File: src/rtl/instruction_writeback_pkg.sv
// instruction_writeback_pkg: shared CPSR flag positions, writeback defaults and state/mode encodings.
package instruction_writeback_pkg;
    localparam int CPSR_N = 31;
    localparam int CPSR_Z = 30;
    localparam int CPSR_C = 29;
    localparam int CPSR_V = 28;
    localparam int WB_PC_INDEX = 15;
    localparam logic [31:0] WB_CPSR_RESET = 32'h000000D3;
    typedef enum logic {IDLE, WRITE_HI} wb_state_t;
    typedef enum logic [1:0] {FLAG_LOAD, FLAG_ALU, FLAG_MUL} flag_mode_t;
endpackage

File: src/rtl/writeback_flag_unit.sv
// writeback_flag_unit: combinational next-CPSR from ALU/multiplier result and the current CPSR.
module writeback_flag_unit
    import instruction_writeback_pkg::*;
#(
    parameter int DATA_WIDTH = 32
) (
    input  logic [DATA_WIDTH-1:0]   result,
    input  logic [2*DATA_WIDTH-1:0] m_result,
    input  logic                    long_mul,
    input  flag_mode_t              mode,
    input  logic [DATA_WIDTH-1:0]   cpsr,
    output logic [DATA_WIDTH-1:0]   next_cpsr
);
    logic n, z;
    always_comb begin
        n = mode == FLAG_ALU ? result[DATA_WIDTH-1] :
            long_mul ? m_result[2*DATA_WIDTH-1] : m_result[DATA_WIDTH-1];
        z = mode == FLAG_ALU ? result == '0 :
            long_mul ? m_result == '0 : m_result[DATA_WIDTH-1:0] == '0;
        next_cpsr = cpsr;
        next_cpsr[CPSR_N] = n;
        next_cpsr[CPSR_Z] = z;
        // Compare/test ops deliver the complete new CPSR in result
        if (mode == FLAG_LOAD) next_cpsr = result;
    end
endmodule

File: src/rtl/instruction_writeback.sv
// instruction_writeback: final pipeline stage driving the register write port and CPSR;
// long multiplies are split into a low write then a high write while stalling execute.
module instruction_writeback
    import instruction_writeback_pkg::*;
#(
    parameter int                    DATA_WIDTH     = 32,
    parameter int                    REG_ADDR_WIDTH = 4,
    parameter int                    PC_INDEX       = WB_PC_INDEX,
    parameter logic [DATA_WIDTH-1:0] CPSR_RESET     = WB_CPSR_RESET
) (
    input  logic                      clk,
    input  logic                      rst,
    input  logic                      valid_i,
    input  logic [REG_ADDR_WIDTH-1:0] dest_i,
    input  logic [REG_ADDR_WIDTH-1:0] dest_hi_i,
    input  logic                      write_dest_do_i,
    input  logic                      write_dest_m_i,
    input  logic                      long_i,
    input  logic                      write_cpsr_i,
    input  logic [DATA_WIDTH-1:0]     result_i,
    input  logic [2*DATA_WIDTH-1:0]   m_result_i,
    output logic                      reg_we_o,
    output logic [REG_ADDR_WIDTH-1:0] reg_addr_o,
    output logic [DATA_WIDTH-1:0]     reg_data_o,
    output logic [DATA_WIDTH-1:0]     cpsr_o,
    output logic                      busy_o,
    output logic                      flush_o
);
    localparam logic [REG_ADDR_WIDTH-1:0] PC_ADDR = REG_ADDR_WIDTH'(PC_INDEX);

    wb_state_t                 state;
    flag_mode_t                flag_mode;
    logic                      wr;
    logic [REG_ADDR_WIDTH-1:0] hi_addr;
    logic [DATA_WIDTH-1:0]     hi_data, next_cpsr;

    assign wr = write_dest_do_i | write_dest_m_i;
    assign flag_mode = write_dest_do_i ? FLAG_ALU : write_dest_m_i ? FLAG_MUL : FLAG_LOAD;

    writeback_flag_unit #(.DATA_WIDTH(DATA_WIDTH)) u_flags (
        .result    (result_i),
        .m_result  (m_result_i),
        .long_mul  (long_i),
        .mode      (flag_mode),
        .cpsr      (cpsr_o),
        .next_cpsr (next_cpsr)
    );

    always_ff @(posedge clk or posedge rst) begin
        if (rst) begin
            state      <= IDLE;
            reg_we_o   <= 1'b0;
            reg_addr_o <= '0;
            reg_data_o <= '0;
            cpsr_o     <= CPSR_RESET;
            busy_o     <= 1'b0;
            flush_o    <= 1'b0;
            hi_addr    <= '0;
            hi_data    <= '0;
        end else if (state == WRITE_HI) begin
            // Execute is holding its outputs, so inputs are ignored here
            state      <= IDLE;
            reg_we_o   <= 1'b1;
            reg_addr_o <= hi_addr;
            reg_data_o <= hi_data;
            busy_o     <= 1'b0;
            flush_o    <= hi_addr == PC_ADDR;
        end else begin
            reg_we_o <= valid_i & wr;
            flush_o  <= valid_i & wr & (dest_i == PC_ADDR);
            busy_o   <= 1'b0;
            if (valid_i && wr) begin
                reg_addr_o <= dest_i;
                reg_data_o <= write_dest_do_i ? result_i : m_result_i[DATA_WIDTH-1:0];
            end
            if (valid_i && write_cpsr_i) cpsr_o <= next_cpsr;
            if (valid_i && !write_dest_do_i && write_dest_m_i && long_i) begin
                hi_addr <= dest_hi_i;
                hi_data <= m_result_i[2*DATA_WIDTH-1:DATA_WIDTH];
                busy_o  <= 1'b1;
                state   <= WRITE_HI;
            end
        end
    end
endmodule

File: config.mk
export PLATFORM = sky130hd
export DESIGN_NAME = instruction_writeback
export DESIGN_NICKNAME = d
export VERILOG_FILES = /design/src/rtl/instruction_writeback_pkg.sv /design/src/rtl/writeback_flag_unit.sv /design/src/rtl/instruction_writeback.sv
export SDC_FILE = /design/constraint.sdc
export NUM_CORES = 1
export LEC_CHECK = 0
export BUFFER_PORTS_ARGS = -buffer_cell sky130_fd_sc_hd__clkbuf_2
export CAP_MARGIN = 20
export CORE_MARGIN = 4
export CORE_UTILIZATION = 25
export CTS_BUF_LIST = sky130_fd_sc_hd__clkbuf_8
export DETAILED_ROUTE_END_ITERATION = 7
export GPL_ROUTABILITY_DRIVEN = 0
export HOLD_SLACK_MARGIN = 0.08
export MAX_ROUTING_LAYER = met4
export SETUP_SLACK_MARGIN = 0.05
export SLEW_MARGIN = 30
export SYNTH_ARGS = -nofsm -noshare
export SYNTH_HDL_FRONTEND = slang
export SYNTH_SLANG_ARGS = --single-unit
export TNS_END_PERCENT = 100
File: constraint.sdc
create_clock -name clk -period 4.8 [get_ports clk]
set_clock_uncertainty 0.1 [all_clocks]
set_input_delay 1.2 -clock clk [delete_from_list [all_inputs] [get_ports clk]]
set_output_delay 1.2 -clock clk [all_outputs]
set_load 0.02 [all_outputs]
# ---- After elaboration in Yosys (flattened, before gate mapping)
# Cells that the tools add are included.
dict set report op_classes {
  bitwise 4
  eq_ne 3
  n_reduce_logical 14
  muxes 16
}
# cell count
set op_table {}
lappend op_table {{$mux W32} 4}
lappend op_table {{$logic_not A32 Y1} 2}
lappend op_table {{$logic_not A64 Y1} 1}
lappend op_table {{$eq A4 B4 Y1 const B} 2}
lappend op_table {{$mux W1} 8}
lappend op_table {{$mux W4} 2}
lappend op_table {{$logic_and A1 B1 Y1} 5}
lappend op_table {{$mux W2} 2}
lappend op_table {{$reduce_and A2 Y1} 2}
lappend op_table {{$reduce_and A3 Y1} 1}
lappend op_table {{$and A1 B1 Y1} 2}
lappend op_table {{$eq A2 B1 Y1 const B} 1}
lappend op_table {{$logic_not A2 Y1} 1}
lappend op_table {{$reduce_bool A2 Y1} 1}
lappend op_table {{$logic_not A1 Y1} 1}
lappend op_table {{$not A1 Y1} 1}
lappend op_table {{$or A1 B1 Y1} 1}
dict set report totals {
  reg_bits 107
  output_inout_bits 71
  inputBits 111
  elab_cells 46
}

# ---- Depth between registers and ports, before layout
# Gate-level depths: netlist of run 1.
dict set report logic_depth {
  word_depth 6
  ltp_mapped 8
  depth_no_buf 5
}

# ---- Cells and area by module
# From an unflattened synthesis of run 1, not the netlist that was laid out.
dict set report hier_totals {
  cells_unflattened 421
  area_unflattened_um2 5524.0
}
# mod cells_per_inst area_per_inst_um2 seq_area_each_um2 n_inst
set modules_own_cells {}
lappend modules_own_cells {instruction_writeback 346 4911.0 2683.8 1}
lappend modules_own_cells {writeback_flag_unit 75 613.1 0.0 1}

# ---- Worst setup path after synthesis of run 1
# OpenSTA, ideal clock, no wires.
dict set report synth_timing {
  kind {input -> register}
  startpoint {input port write_dest_do_i}
  endpoint {register reg_addr_o[0]}
  required_time_ns 4.573
  stages 5
  path_buffers 2
  setup_ns 0.127
  setup_slack_ns 2.486
  t_arrival_ns 2.086
  cell_sequence {buf_4 -> or2_1 -> a21oi_4 -> buf_2 -> o21ai_0}
}
dict set report synth_via {
  elab_chain_len 3
}
# item line_no
set synth_lines {}
lappend synth_lines {{start: declaration} instruction_writeback.sv:16} ;# input logic write_dest_do_i,
lappend synth_lines {{$or A1 B1 Y1} instruction_writeback.sv:37} ;# assign wr = write_dest_do_i | write_dest_m_i;
lappend synth_lines {{$logic_and A1 B1 Y1} instruction_writeback.sv:72} ;# if (valid_i && wr) begin
lappend synth_lines {{$reduce_bool A2 Y1 (no source line)} -}
lappend synth_lines {{end signal: assignment} instruction_writeback.sv:64} ;# reg_addr_o <= hi_addr;
lappend synth_lines {{end signal: assignment} instruction_writeback.sv:73} ;# reg_addr_o <= dest_i;
lappend synth_lines {{end: declaration} instruction_writeback.sv:23} ;# output logic [REG_ADDR_WIDTH-1:0] reg_addr_o,
# No other way between the ends.
# A chain may end at the register's enable or synchronous reset.

==> metrics.cfg, run 1 <==
[clock_network]
numClockSinks = 107
ctsHoldBuffers = 0
cts_resized = 0
tritoncts = yes
clk_path_buf_depth = 2
cts_setup_buffers = 0
clock-root-buffer = clkbuf_8
numCtsBuffers = 9
htreeDepth = 3
clk_latency_ps = 390
clkTransAtPathRegs_ps = 100

[synth]
yosysMostFrequentCell = nand2_1
postSynth.asyncResetShare_pct = 100.0
synth_top_area_share_pct = 51.83
ys_seq_area_share_pct = 54.50
syn_nets = 615
ys_seq_elements = 107
synth.distinct_cells = 32
synth_enable_flop_cells = 0
synth_top_area_cell = dfrtp_1
syn_inst = 504
synth_area_um2 = 4925
ys_top_cells_by_count = nand2_1, dfrtp_1, mux2i_1
syn_avg_cell_area_um2 = 9.771
ys_warn_count = 0
synth_ff_type = dfrtp_1
synth_area_leaders = dfrtp_1, nand2_1, mux2i_1, mux2_2, a21oi_1

[drt]
drc = 0
firstDrtPassIters = 4
met2_length_um = 7736
antenna_left = 0
drt_iter0_markers = 162
wl_per_cell_um = 17.72
wl_met1_um = 7501
wl_met3_um = 1189
via_count = 4145
viasPerCell = 4.386
drt_wl_total_um = 16750
maxUsedRoutingLayer = met4

[timing]
worst_slack_ps = 1834
max-slew-margin-rel_pct = 41.64
final_hold_viol_count = 0
tightestPinTransition_ps = 875.4
fin_crit_ps = 2966
finalCritPeriodShare_pct = 61.79
tns_ps = 0
drv_slew = 0
finalSetupViolCount = 0
fmax_ghz = 0.3372
grt_setup_unrepaired = no

[final_layout]
finalNetCount = 784
drive_above_1_share_pct = 35.99
multi_input_area_um2 = 2068
n_fill_cell = 2115
seq_area_um2 = 2685
final_util_pct = 32.35
area_growth_syn_to_layout_pct = 27.41

[worst_setup_path]
path_class = reg -> out
path_max_fanout = 49
startpoint_type = register
crit_family = flip-flops
worstPathArrival_ps = 1670
cp-end-kind = primary output
path_buf_inv = 1
required_ps = 3500
slowest_delay_ps = 950
critPathSlowestCell = dfrtp_2
path_cells = clkbuf_2

[worst_hold_path]
holdCritPathClass = reg -> reg

[place]
dp_hpwl_um = 13010
pre_cts_ws_ps = 1471
port_buffers = 181

[grt]
grt_use_total_pct = 15.91
grt_pass1_wl_um = 25590
grt_max_degree = 50
grt_overflow = 0
grt_pass1_vias = 4325
antenna_found_initial = 2

[die]
die_area_um2 = 22010
rows = 51
io_pins = 182
die_h_um = 148.4
die_w_um = 148.4
coreArea_um2 = 19400
start_util_pct = 25.39

[run]
maxCapViolations = 0

[pwr]
p_leak_nw = 3.194
ir_drop_mv = 0.1096
power.total_mw = 2.312
power.density_nw_per_um2 = 368.5

[status]
status = complete, no violations

final timing paths:
| kind | startpoint | to | slack [ps] | cells after the start |
|---|---|---|---|---|
| worst max-delay path | state$_DFF_PP0_ | busy_o | 1830 | 1 |
| worst min-delay path | hi_data[26]$_DFFE_PP0P_ | hi_data[26]$_DFFE_PP0P_ | 380 | 2 |
| worst max register to register | state$_DFF_PP0_ | cpsr_o[26]$_DFFE_PP0P_ | 2210 | 3 |
| worst min register to register | hi_data[26]$_DFFE_PP0P_ | hi_data[26]$_DFFE_PP0P_ | 380 | 2 |
| max in group asynchronous | rst | hi_data[26]$_DFFE_PP0P_ | 2940 | 3 |
| min in group asynchronous | rst | reg_data_o[28]$_DFFE_PP0P_ | 770 | 2 |
flip-flops by register name (all words and copies together), names as in the netlist:
name / flops
cpsr_o: 32
hi_data: 32
reg_data_o: 32
hi_addr: 4
reg_addr_o: 4
flush_o: 1
reg_we_o: 1
state: 1
logic make-up (layout without fill, tap and decap cells):
family	count (synthesis)	after routing	share of synthesized area, %
and+or+nand+nor	222	222	19.72
DFF	107	107	54.50
AOI/OAI and AO/OA	76	76	8.003
muxes	66	66	14.18
buffers and inverters	33	207	3.608
other	0	2	0
final cells by class:
cell class / count / area share, %
multi-input cells: 364 / 32.96
repair buffers: 187 / 15.35
flip-flops and latches: 107 / 42.79
clock buffers: 11 / 2.413
well taps: 265 / 5.284
inverters: 4 / 0.2792
clock inverters: 5 / 0.8375
diodes: 2 / 0.07976
per-stage QoR:
stage,instance area [um2],hold WS (ps),instances
2_1_floorplan,4925,346.0,504
3_3_place_gp,6066,358.0,927
3_5_place_dp,6066,362.5,927
4_1_cts,6270,384.4,943
5_1_grt,6275,405.3,945
6_report,6275,378.5,945
cells in the final DEF, fill, tap and decap left out:
cell type	count
a21oi_1	35
a21oi_4	1
a31oi_1	1
buf_12	1
buf_4	5
bufinv_16	1
clkbuf_2	181
clkbuf_8	11
clkinv_2	2
clkinv_4	1
dfrtp_1	101
dfrtp_2	1
dfstp_2	5
diode_2	2
inv_1	3
inv_2	1
inv_4	1
mux2_1	2
mux2_2	28
mux2i_1	36
nand2_1	147
nand2b_1	1
nand3_1	4
nand3_2	1
nand4_1	6
nand4b_4	1
nor2_1	34
nor2b_4	1
nor3_1	1
nor4_1	21
nor4_2	1
nor4b_2	1
o21ai_0	31
o21ai_1	7
o22ai_1	1
or2_1	1
or4_1	2
routing by layer:
layer / vias up / GRT usage (%)
met4: 0 / 5.912
met3: 19 / 4.540
li1: 2062 / -
met2: 119 / 24.21
met1: 1945 / 20.26
met5: - / -
power breakdown:
| part | leakage, nW | internal [mW] | switching (mW) |
|---|---|---|---|
| logic | 1.77 | 0.215 | 0.358 |
| registers | 1.31 | 1.07 | 0.0901 |
| clock network | 0.111 | 0.268 | 0.315 |
| total | 3.19 | 1.55 | 0.763 |
(Power assumes the default switching activity.)
==> inputs of run 2 (changes only) <==
clock period = 2.5 ns   (was 4.8 ns; I/O delays follow)
==> run 2 against run 1 <==
Net effect:
- flip-flop and latch count is the same
- largest power group unchanged
- setup slack lost 1400 ps
- cell count grew 0.85%
- cell area grew 1.0%
- hold slack lost 110 ps
- sequential power grew 91%
- highest routed layer unchanged
==> metrics.cfg, run 2 (same netlist as run 1, synthesis figures left out) <==
[run]
maxCapViolations = 0

[clock_network]
numCtsBuffers = 9
cts_setup_buffers = 0
clk_path_buf_depth = 2
htreeDepth = 3
cts_resized = 0
tritoncts = yes
numClockSinks = 107
clk_latency_ps = 390
clock-root-buffer = clkbuf_8
ctsHoldBuffers = 0
clkTransAtPathRegs_ps = 120

[worst_hold_path]
holdCritPathClass = in -> async

[final_layout]
layout_commonest_cell = clkbuf_2
drive_above_1_share_pct = 36.97
final_util_pct = 32.68
reg.largest.list = cpsr_o: 32 flops, hi_data: 32 flops, reg_data_o: 32 flops
multi_input_area_um2 = 2068
area_growth_syn_to_layout_pct = 28.71
stdcell_count = 953
seq_area_um2 = 2685
finalNetCount = 793
layout_common_cells = clkbuf_2, nand2_1, dfrtp_1
finalInstanceArea_um2 = 6339
n_fill_cell = 2098

[place]
pre_cts_ws_ps = -48.83
dp_hpwl_um = 13100
port_buffers = 181
place_inst = 936
dpl-instance-area_um2 = 6160

[timing]
worst_slack_ps = 455.2
final_hold_viol_count = 0
fin_crit_ps = 2045
fmax_ghz = 0.4890
max-slew-margin-rel_pct = 52.61
timing.hold.ws_ps = 272.9
finalSetupViolCount = 0
tightestPinTransition_ps = 704.4
finalCritPeriodShare_pct = 81.79
drv_slew = 0
grt_setup_unrepaired = no
tns_ps = 0

[grt]
grt_overflow = 0
grt_pass1_wl_um = 25470
grt_pass1_vias = 4214
antenna_found_initial = 1
grt_use_total_pct = 15.81
grt_max_degree = 108

[drt]
drc = 0
wl_met1_um = 7620
antenna_left = 0
wl_met3_um = 1010
wl_per_cell_um = 17.70
drt_wl_total_um = 16870
via_count = 4205
drt_iter0_markers = 175
maxUsedRoutingLayer = met4
met2_length_um = 8029
viasPerCell = 4.412
firstDrtPassIters = 4

[die]
die_w_um = 148.4
coreArea_um2 = 19400
die_h_um = 148.4
die_area_um2 = 22010
start_util_pct = 25.39
io_pins = 182
rows = 51

[status]
status = complete, no violations

[worst_setup_path]
worstPathArrival_ps = 2260
cp-end-kind = register
required_ps = 2710
startpoint_type = input pin
path_class = in -> reg
path_max_fanout = 2

[pwr]
power.total_mw = 4.343
ir_drop_mv = 0.3502
power.density_nw_per_um2 = 685.2
p_leak_nw = 3.210

## run 2: metal layers
layer  GRT usage (%)  up-vias
met5               -        -
met4           4.065        0
met3           3.961       15
met2           24.98      109
met1           20.47     2002
li1                -     2079
## run 2: report_power, final
group / total [mW] / switching [mW] / internal, mW
Combinational: 1.11 / 0.693 / 0.421
Sequential: 2.21 / 0.164 / 2.05
Clock: 1.02 / 0.651 / 0.366
Total: 4.34 / 1.51 / 2.84
## run 2: path summary, 6_finish.rpt
| check | startpoint | endpoint | slack (ps) | cells past startpoint |
|---|---|---|---|---|
| min in group clk | dest_hi_i[1] | hi_addr[1]$_DFFE_PP0P_ | 330 | 3 |
| worst min register to register | hi_data[13]$_DFFE_PP0P_ | hi_data[13]$_DFFE_PP0P_ | 390 | 2 |
| worst max register to register | state$_DFF_PP0_ | reg_addr_o[0]$_DFFE_PP0P_ | 680 | 4 |
| max in group asynchronous | rst | reg_data_o[10]$_DFFE_PP0P_ | 1560 | 3 |
| worst max-delay path | m_result_i[1] | cpsr_o[30]$_DFFE_PP0P_ | 460 | 6 |
| worst min-delay path | rst | reg_data_o[23]$_DFFE_PP0P_ | 270 | 3 |
## run 2: layout make-up
| class | instances | share of cell area (%) |
|---|---|---|
| flip-flops and latches | 107 | 42.36 |
| inverters | 4 | 0.2961 |
| diodes | 1 | 0.03948 |
| clock buffers | 9 | 1.954 |
| clock inverters | 7 | 0.8291 |
| well taps | 265 | 5.231 |
| repair buffers | 196 | 16.66 |
| multi-input cells | 364 | 32.63 |
## run 2: critical path, stage by stage
cell and delay, ps:
clkbuf_2 120, nor4_1 640, nand4_1 280, nor4_1 340, nand2_1 80, a31oi_1 160
